===== config.mk =====
export PLATFORM = sky130hd
export DESIGN_NAME = pipe_hazard_ctrl_flat
export DESIGN_NICKNAME = d
export VERILOG_FILES = /design/src/rtl/pipe_hazard_ctrl_if.sv /design/src/rtl/pipe_hazard_ctrl.sv /design/src/flat_wrapper.sv
export SDC_FILE = /design/constraint.sdc
export NUM_CORES = 1
export LEC_CHECK = 0
export CAP_MARGIN = 10
export CORE_MARGIN = 3
export CORE_UTILIZATION = 27
export DETAILED_ROUTE_END_ITERATION = 8
export GPL_TIMING_DRIVEN = 0
export PLACE_DENSITY = 0.79
export RECOVER_POWER = 100
export SKIP_CTS_REPAIR_TIMING = 1
export SLEW_MARGIN = 20
export SYNTH_ARGS = -nofsm -noshare
export SYNTH_HDL_FRONTEND = slang
export SYNTH_SLANG_ARGS = --single-unit

===== constraint.sdc =====
create_clock -name clk_i -period 2.3 [get_ports clk_i]
set_clock_uncertainty 0.1 [all_clocks]
set_input_delay 0.46 -clock clk_i [delete_from_list [all_inputs] [get_ports clk_i]]
set_output_delay 0.46 -clock clk_i [all_outputs]
set_load 0.02 [all_outputs]

===== src/rtl/pipe_hazard_ctrl_if.sv =====
// -----------------------------------------------------------------------------
// pipe_hazard_ctrl_if
//   Bundles the hazard events coming from the pipeline and the stall/flush
//   controls going back to it, so the sequencer connects through one port.
//   Parameters:
//     REG_AW  register-address width
//     CNT_W   perf-counter width
//   Modports:
//     master  pipeline side: drives the hazard events, receives the controls
//     slave   hazard sequencer: receives the events, drives the controls
//   Signals (direction as seen from the sequencer):
//     in : id_rs_i, id_rt_i, id_uses_rt_i, ex_memread_i, ex_rd_i,
//          branch_taken_i, icache_stall_i, dcache_stall_i
//     out: pc_write_o, pc_redirect_o, if_id/id_ex/ex_mem stall,
//          if_id/id_ex/mem_wb flush, state_o, stall_cnt_o, bubble_cnt_o
// -----------------------------------------------------------------------------
interface pipe_hazard_ctrl_if #(
   parameter int REG_AW = 5,
   parameter int CNT_W  = 16
);
   logic [REG_AW-1:0] id_rs_i;
   logic [REG_AW-1:0] id_rt_i;
   logic              id_uses_rt_i;
   logic              ex_memread_i;
   logic [REG_AW-1:0] ex_rd_i;
   logic              branch_taken_i;
   logic              icache_stall_i;
   logic              dcache_stall_i;

   logic              pc_write_o;
   logic              pc_redirect_o;
   logic              if_id_stall_o;
   logic              id_ex_stall_o;
   logic              ex_mem_stall_o;
   logic              if_id_flush_o;
   logic              id_ex_flush_o;
   logic              mem_wb_flush_o;
   logic [1:0]        state_o;
   logic [CNT_W-1:0]  stall_cnt_o;
   logic [CNT_W-1:0]  bubble_cnt_o;

   modport master (
      output id_rs_i, id_rt_i, id_uses_rt_i, ex_memread_i, ex_rd_i,
             branch_taken_i, icache_stall_i, dcache_stall_i,
      input  pc_write_o, pc_redirect_o, if_id_stall_o, id_ex_stall_o,
             ex_mem_stall_o, if_id_flush_o, id_ex_flush_o, mem_wb_flush_o,
             state_o, stall_cnt_o, bubble_cnt_o
   );

   modport slave (
      input  id_rs_i, id_rt_i, id_uses_rt_i, ex_memread_i, ex_rd_i,
             branch_taken_i, icache_stall_i, dcache_stall_i,
      output pc_write_o, pc_redirect_o, if_id_stall_o, id_ex_stall_o,
             ex_mem_stall_o, if_id_flush_o, id_ex_flush_o, mem_wb_flush_o,
             state_o, stall_cnt_o, bubble_cnt_o
   );
endinterface


===== src/rtl/pipe_hazard_ctrl.sv =====
// -----------------------------------------------------------------------------
// pipe_hazard_ctrl
//   Central stall/flush sequencer for the 5-stage pipeline. Produces the PC
//   write-enable and per-register stall/flush controls from load-use, branch,
//   icache-miss and dcache-miss events. A branch redirect that resolves while
//   an icache miss is outstanding is remembered and replayed once the miss
//   ends. Owns no datapath.
//   Ports:
//     clk_i  clock, all state on posedge
//     rst_i  asynchronous, active-low reset
//     bus    pipe_hazard_ctrl_if.slave (hazard events in, controls out)
//   Optional feature macro: HAZ_PERF_CNT_EN
//     defined  : stall_cnt_o / bubble_cnt_o are saturating cycle counters
//     undefined: both counter outputs tied to zero, no counter flops
//   Controls are Mealy (current state + current inputs). While rst_i is low
//   the PC is held and every pipeline register is flushed.
// -----------------------------------------------------------------------------
module pipe_hazard_ctrl #(
   parameter int REG_AW = 5,
   parameter int CNT_W  = 16
) (
   input  logic                  clk_i,
   input  logic                  rst_i,
   pipe_hazard_ctrl_if.slave     bus
);

   typedef enum logic [1:0] {
      RUN    = 2'd0,
      DSTALL = 2'd1,
      ISTALL = 2'd2,
      REPLAY = 2'd3
   } state_t;

   state_t state_r;
   state_t state_nxt_s;
   logic   br_pend_r;
   logic   br_pend_nxt_s;
   logic   lu_s;

   logic   pc_write_s;
   logic   pc_redirect_s;
   logic   if_id_stall_s;
   logic   id_ex_stall_s;
   logic   ex_mem_stall_s;
   logic   if_id_flush_s;
   logic   id_ex_flush_s;
   logic   mem_wb_flush_s;

   // Load in EX writing a register the ID instruction reads; r0 never hazards.
   assign lu_s = bus.ex_memread_i
               & (bus.ex_rd_i != {REG_AW{1'b0}})
               & ((bus.ex_rd_i == bus.id_rs_i)
                  | (bus.id_uses_rt_i & (bus.ex_rd_i == bus.id_rt_i)));

   // State and pending-branch registers.
   always_ff @(posedge clk_i or negedge rst_i) begin
      if (!rst_i) begin
         state_r   <= RUN;
         br_pend_r <= 1'b0;
      end else begin
         state_r   <= state_nxt_s;
         br_pend_r <= br_pend_nxt_s;
      end
   end

   // Next-state and control decode, priority dcache > icache > replay > load-use > branch.
   always_comb begin
      state_nxt_s    = RUN;
      br_pend_nxt_s  = br_pend_r;
      pc_write_s     = 1'b1;
      pc_redirect_s  = 1'b0;
      if_id_stall_s  = 1'b0;
      id_ex_stall_s  = 1'b0;
      ex_mem_stall_s = 1'b0;
      if_id_flush_s  = 1'b0;
      id_ex_flush_s  = 1'b0;
      mem_wb_flush_s = 1'b0;
      if (!rst_i) begin
         pc_write_s     = 1'b0;
         if_id_flush_s  = 1'b1;
         id_ex_flush_s  = 1'b1;
         mem_wb_flush_s = 1'b1;
         br_pend_nxt_s  = 1'b0;
      end else if (bus.dcache_stall_i) begin
         // Freeze everything up to MEM; the branch in ID re-asserts on release.
         pc_write_s     = 1'b0;
         if_id_stall_s  = 1'b1;
         id_ex_stall_s  = 1'b1;
         ex_mem_stall_s = 1'b1;
         mem_wb_flush_s = 1'b1;
         state_nxt_s    = DSTALL;
      end else if (bus.icache_stall_i) begin
         pc_write_s    = 1'b1 & 1'b0;
         if_id_flush_s = 1'b1;
         state_nxt_s   = ISTALL;
         if (bus.branch_taken_i) begin
            br_pend_nxt_s = 1'b1;
         end else begin
            br_pend_nxt_s = br_pend_r;
         end
      end else if (br_pend_r) begin
         // Miss over with a saved redirect: drop the wrong-path fetch, load the target.
         pc_redirect_s = 1'b1;
         if_id_flush_s = 1'b1;
         br_pend_nxt_s = 1'b0;
         state_nxt_s   = REPLAY;
      end else if (lu_s) begin
         pc_write_s    = 1'b0;
         if_id_stall_s = 1'b1;
         id_ex_flush_s = 1'b1;
      end else if (bus.branch_taken_i) begin
         if_id_flush_s = 1'b1;
      end else begin
         state_nxt_s = RUN;
      end
   end

   assign bus.pc_write_o     = pc_write_s;
   assign bus.pc_redirect_o  = pc_redirect_s;
   assign bus.if_id_stall_o  = if_id_stall_s;
   assign bus.id_ex_stall_o  = id_ex_stall_s;
   assign bus.ex_mem_stall_o = ex_mem_stall_s;
   assign bus.if_id_flush_o  = if_id_flush_s;
   assign bus.id_ex_flush_o  = id_ex_flush_s;
   assign bus.mem_wb_flush_o = mem_wb_flush_s;
   assign bus.state_o        = state_r;

`ifdef HAZ_PERF_CNT_EN
   logic [CNT_W-1:0] stall_cnt_r;
   logic [CNT_W-1:0] bubble_cnt_r;

   // Saturating counters of PC-hold cycles and ID_EX bubble cycles.
   always_ff @(posedge clk_i or negedge rst_i) begin
      if (!rst_i) begin
         stall_cnt_r  <= {CNT_W{1'b0}};
         bubble_cnt_r <= {CNT_W{1'b0}};
      end else begin
         if (!pc_write_s && (stall_cnt_r != {CNT_W{1'b1}})) begin
            stall_cnt_r <= stall_cnt_r + {{(CNT_W-1){1'b0}}, 1'b1};
         end else begin
            stall_cnt_r <= stall_cnt_r;
         end
         if (id_ex_flush_s && (bubble_cnt_r != {CNT_W{1'b1}})) begin
            bubble_cnt_r <= bubble_cnt_r + {{(CNT_W-1){1'b0}}, 1'b1};
         end else begin
            bubble_cnt_r <= bubble_cnt_r;
         end
      end
   end

   assign bus.stall_cnt_o  = stall_cnt_r;
   assign bus.bubble_cnt_o = bubble_cnt_r;
`else
   assign bus.stall_cnt_o  = {CNT_W{1'b0}};
   assign bus.bubble_cnt_o = {CNT_W{1'b0}};
`endif

endmodule


===== src/flat_wrapper.sv =====
// flat-port wrapper written by rule: the top's interface ports become plain ports
module pipe_hazard_ctrl_flat 
#(
   parameter int REG_AW = 5,
   parameter int CNT_W  = 16
)
  (clk_i, rst_i, bus_id_rs_i, bus_id_rt_i, bus_id_uses_rt_i, bus_ex_memread_i, bus_ex_rd_i, bus_branch_taken_i, bus_icache_stall_i, bus_dcache_stall_i, bus_pc_write_o, bus_pc_redirect_o, bus_if_id_stall_o, bus_id_ex_stall_o, bus_ex_mem_stall_o, bus_if_id_flush_o, bus_id_ex_flush_o, bus_mem_wb_flush_o, bus_state_o, bus_stall_cnt_o, bus_bubble_cnt_o);
  pipe_hazard_ctrl_if #(.REG_AW(REG_AW), .CNT_W(CNT_W)) bus_i ();
  input  logic clk_i;
  input  logic rst_i;
  input wire logic [$bits(bus_i.id_rs_i)-1:0] bus_id_rs_i;
  input wire logic [$bits(bus_i.id_rt_i)-1:0] bus_id_rt_i;
  input wire logic [$bits(bus_i.id_uses_rt_i)-1:0] bus_id_uses_rt_i;
  input wire logic [$bits(bus_i.ex_memread_i)-1:0] bus_ex_memread_i;
  input wire logic [$bits(bus_i.ex_rd_i)-1:0] bus_ex_rd_i;
  input wire logic [$bits(bus_i.branch_taken_i)-1:0] bus_branch_taken_i;
  input wire logic [$bits(bus_i.icache_stall_i)-1:0] bus_icache_stall_i;
  input wire logic [$bits(bus_i.dcache_stall_i)-1:0] bus_dcache_stall_i;
  output wire logic [$bits(bus_i.pc_write_o)-1:0] bus_pc_write_o;
  output wire logic [$bits(bus_i.pc_redirect_o)-1:0] bus_pc_redirect_o;
  output wire logic [$bits(bus_i.if_id_stall_o)-1:0] bus_if_id_stall_o;
  output wire logic [$bits(bus_i.id_ex_stall_o)-1:0] bus_id_ex_stall_o;
  output wire logic [$bits(bus_i.ex_mem_stall_o)-1:0] bus_ex_mem_stall_o;
  output wire logic [$bits(bus_i.if_id_flush_o)-1:0] bus_if_id_flush_o;
  output wire logic [$bits(bus_i.id_ex_flush_o)-1:0] bus_id_ex_flush_o;
  output wire logic [$bits(bus_i.mem_wb_flush_o)-1:0] bus_mem_wb_flush_o;
  output wire logic [$bits(bus_i.state_o)-1:0] bus_state_o;
  output wire logic [$bits(bus_i.stall_cnt_o)-1:0] bus_stall_cnt_o;
  output wire logic [$bits(bus_i.bubble_cnt_o)-1:0] bus_bubble_cnt_o;
  assign bus_i.id_rs_i = bus_id_rs_i;
  assign bus_i.id_rt_i = bus_id_rt_i;
  assign bus_i.id_uses_rt_i = bus_id_uses_rt_i;
  assign bus_i.ex_memread_i = bus_ex_memread_i;
  assign bus_i.ex_rd_i = bus_ex_rd_i;
  assign bus_i.branch_taken_i = bus_branch_taken_i;
  assign bus_i.icache_stall_i = bus_icache_stall_i;
  assign bus_i.dcache_stall_i = bus_dcache_stall_i;
  assign bus_pc_write_o = bus_i.pc_write_o;
  assign bus_pc_redirect_o = bus_i.pc_redirect_o;
  assign bus_if_id_stall_o = bus_i.if_id_stall_o;
  assign bus_id_ex_stall_o = bus_i.id_ex_stall_o;
  assign bus_ex_mem_stall_o = bus_i.ex_mem_stall_o;
  assign bus_if_id_flush_o = bus_i.if_id_flush_o;
  assign bus_id_ex_flush_o = bus_i.id_ex_flush_o;
  assign bus_mem_wb_flush_o = bus_i.mem_wb_flush_o;
  assign bus_state_o = bus_i.state_o;
  assign bus_stall_cnt_o = bus_i.stall_cnt_o;
  assign bus_bubble_cnt_o = bus_i.bubble_cnt_o;
  pipe_hazard_ctrl #(.REG_AW(REG_AW), .CNT_W(CNT_W)) u_core (.clk_i(clk_i), .rst_i(rst_i), .bus(bus_i));
endmodule

==> out/summary.txt <==
Status = complete, but fails checks
Failing checks = setup timing
CP required = 1740 ps
Worst vdd ir = 0.000187 V
Vias in the first global route = 514
First-pass GRT wire length = 1980 um
Filler Cell Count = 175
Clock transition at the registers of the reported paths = 40 ps
Switching Fraction = 37.0%
1st-pass router iterations = 4
Reg-to-reg setup timing slack = 1460 ps
Design Area, Final = 0.00111 mm2
Area Growth Syn to Fin = 94.3%
Port-buffer cells = 31
Synth Area in XOR/XNOR = 15.3%
Initial Utilization = 28.9%
Total CTS buffers = 3
Initial antenna violation count = 0
CP Cell Sequence = clkdlybuf4s50_1 > xnor2_1 > nand2_1 > o22ai_2 > buf_4 > a211oi_2 > buf_2
Die W = 52.1 um
Syn_area_per_cell = 7.74 um2
Core Rows = 16
Cell type with the highest aggregate area in the netlist = buf_4
Pre-CTS WS = -810 ps
Leak = 0.705 nW
RSZ-0062 raised after global routing = yes
Seq. cell area = 75.1 um2
Adder-cell share of the synthesized area = 0%
Initial DRC Count = 3
Hold Path Class = reg2reg
Post-layout min period = 2320 ps
Commonest non-fill, non-tap cell in the layout = buf_4
Cell-internal power = 0.221 mW
Arr. time, crit path = 1760 ps
Gate power share = 57.9%
Simple-gate portion of the synthesized area = 15.1%
Fmax = 432 MHz
Largest net degree at the start of global routing = 8
Grt ovf = 0
Main combinational cell family by area after synthesis = buffers and inverters
Final ANT Viol Nets = 0
Cell family with most CP delay = buffers and inverters
Overall Global Routing Usage = 9.77%
Non-Filler Instances = 169
Clk Latency, worst-skew pair = 230 ps
Synth Warn # = 0
CTS tree = yes
Period Utilization, post-route = 101%
Most frequent cells in the layout = buf_4, conb_1, dlymetal6s2s_1, clkdlybuf4s50_1, xnor2_1
I/O pins = 64
Worst path slowest cell = clkdlybuf4s50_1
Final hold violation count = 0
Antenna diodes = 0
Critical Path Start Type = input pin
Gate Count Post-Synth = 74
H-tree levels = 1
Via density = 3.54
CP bufs+invs = 3
WL per Instance = 8.38 um
Critical path capture point type = primary output
Final WL = 1420 um
Sequential share of power = 16.4%
Setup_tns = -15.0 ps
Synth Area in Compound Gates = 10.7%
Max Root-Sink Buffers = 2
Critical path type = in2out
Multi-input gate area = 378 um2
# setup viols final = 1
Slowest stage delay, CP = 470 ps
Sw power = 0.130 mW
Dpl hpwl = 1160 um
DP Cell Count = 163
NumNets Final = 165
Yosys cell types = 21
Die height = 52.1 um
Layout cells sized above 1 = 34.5%
DR vias = 598
Mux share of post-synthesis cell area = 0%
Synthesized flop and latch total = 3
Clock root buffer = clkbuf_4
Sequential cell area fraction in the yosys report = 13.1%
Clk pwr share = 25.7%
Die area = 0.00271 mm2
Final Worst Setup Slack = -15.0 ps
Clock Sinks = 3
Placed instance area = 0.00103 mm2
Util after Layout = 56.2%
Post-Syn Area = 573 um2
DRC = 0
Power per cell area = 316 mW/mm2
Post-synth top area share = 43.2%
Crit-path max FO = 4
Max-Cap Viols = 0
Top post-synthesis cells by area = buf_4, xnor2_1, dfrtp_1, a31o_1, nand2_1
RePlAce Congestion = 0.712
Total core area = 0.00198 mm2
Max Transition Viols Final = 0
[final cells by class]
class | count | share of cell area [%]
Buffer | 33 | 22.2
Clock buffer | 4 | 2.36
Inverter | 3 | 1.01
Multi-Input combinational cell | 66 | 33.9
Sequential cell | 3 | 6.74
Tap cell | 27 | 3.03
Timing Repair Buffer | 33 | 30.7
[final timing paths]
check	startpoint	to	cells past startpoint
worst min register to register	u_core.br_pend_r	u_core.bus.state_o[1]	2
worst max register to register	u_core.br_pend_r	u_core.br_pend_r	2
worst max-delay path	bus_id_rs_i[1]	bus_pc_write_o	7
min in group asynchronous	rst_i	u_core.bus.state_o[0]	2
max in group asynchronous	rst_i	u_core.bus.state_o[1]	2
worst min-delay path	u_core.br_pend_r	u_core.bus.state_o[1]	2
[per-stage QoR]
step	power [mW]	hold WS, ps
3_3_place_gp	0.257	488
6_report	0.351	521
4_1_cts	0.354	346
5_1_grt	0.380	564
3_5_place_dp	0.259	517
2_1_floorplan	0.193	64.4
[cell usage after synthesis]
| cell type | instances |
|---|---|
| dfrtp_1 | 3 |
| a211oi_2 | 1 |
| a21oi_1 | 2 |
| o41ai_1 | 1 |
| a31oi_1 | 1 |
| buf_4 | 33 |
| inv_1 | 3 |
| nor3b_1 | 1 |
| conb_1 | 1 |
| nor2_2 | 1 |
| a31o_1 | 2 |
| or4_1 | 1 |
| nand3_1 | 1 |
| nor2_1 | 4 |
| nand4_1 | 1 |
| nor3_1 | 1 |
| nand2b_1 | 1 |
| xnor2_1 | 10 |
| nand2_1 | 4 |
| nor3b_2 | 1 |
| o22ai_1 | 1 |
[worst min-delay path: stages, from the launching register on]
cell,delay [ps]
dfrtp_1,430
nor2_1,60
nor2_1,80
[state kept, by name, indices dropped and copies added (netlist names)]
signal              cells
u_core.bus.state_o      2
u_core.br_pend_r        1
[kinds of logic after synthesis]
family,count (synthesis)
AND/OR/NAND/NOR,16
other,1
buffers and inverters,36
flip-flops,3
XOR/XNOR,10
AO/OA/AOI/OAI,8
[power by group through the flow]
stage                     Sequential (mW)  Combinational, mW  Clock, mW
final                              0.0578              0.203     0.0903
after global routing               0.0581              0.219      0.102
after CTS                          0.0578              0.201     0.0950
after detailed placement           0.0585              0.201          0
after global placement             0.0584              0.199          0
after floorplan                    0.0607              0.132          0
[layer usage]
| metal | up-vias | GRT usage [%] | part of all wire [%] |
|---|---|---|---|
| met4 | 0 | 3.93 | 0.21 |
| met1 | 237 | 10.2 | 33 |
| met5 | - | 0 | 0 |
| met3 | 2 | 4.30 | 19 |
| met2 | 47 | 16.9 | 48 |
| li1 | 312 | - | - |
(Power assumes the default switching activity.)
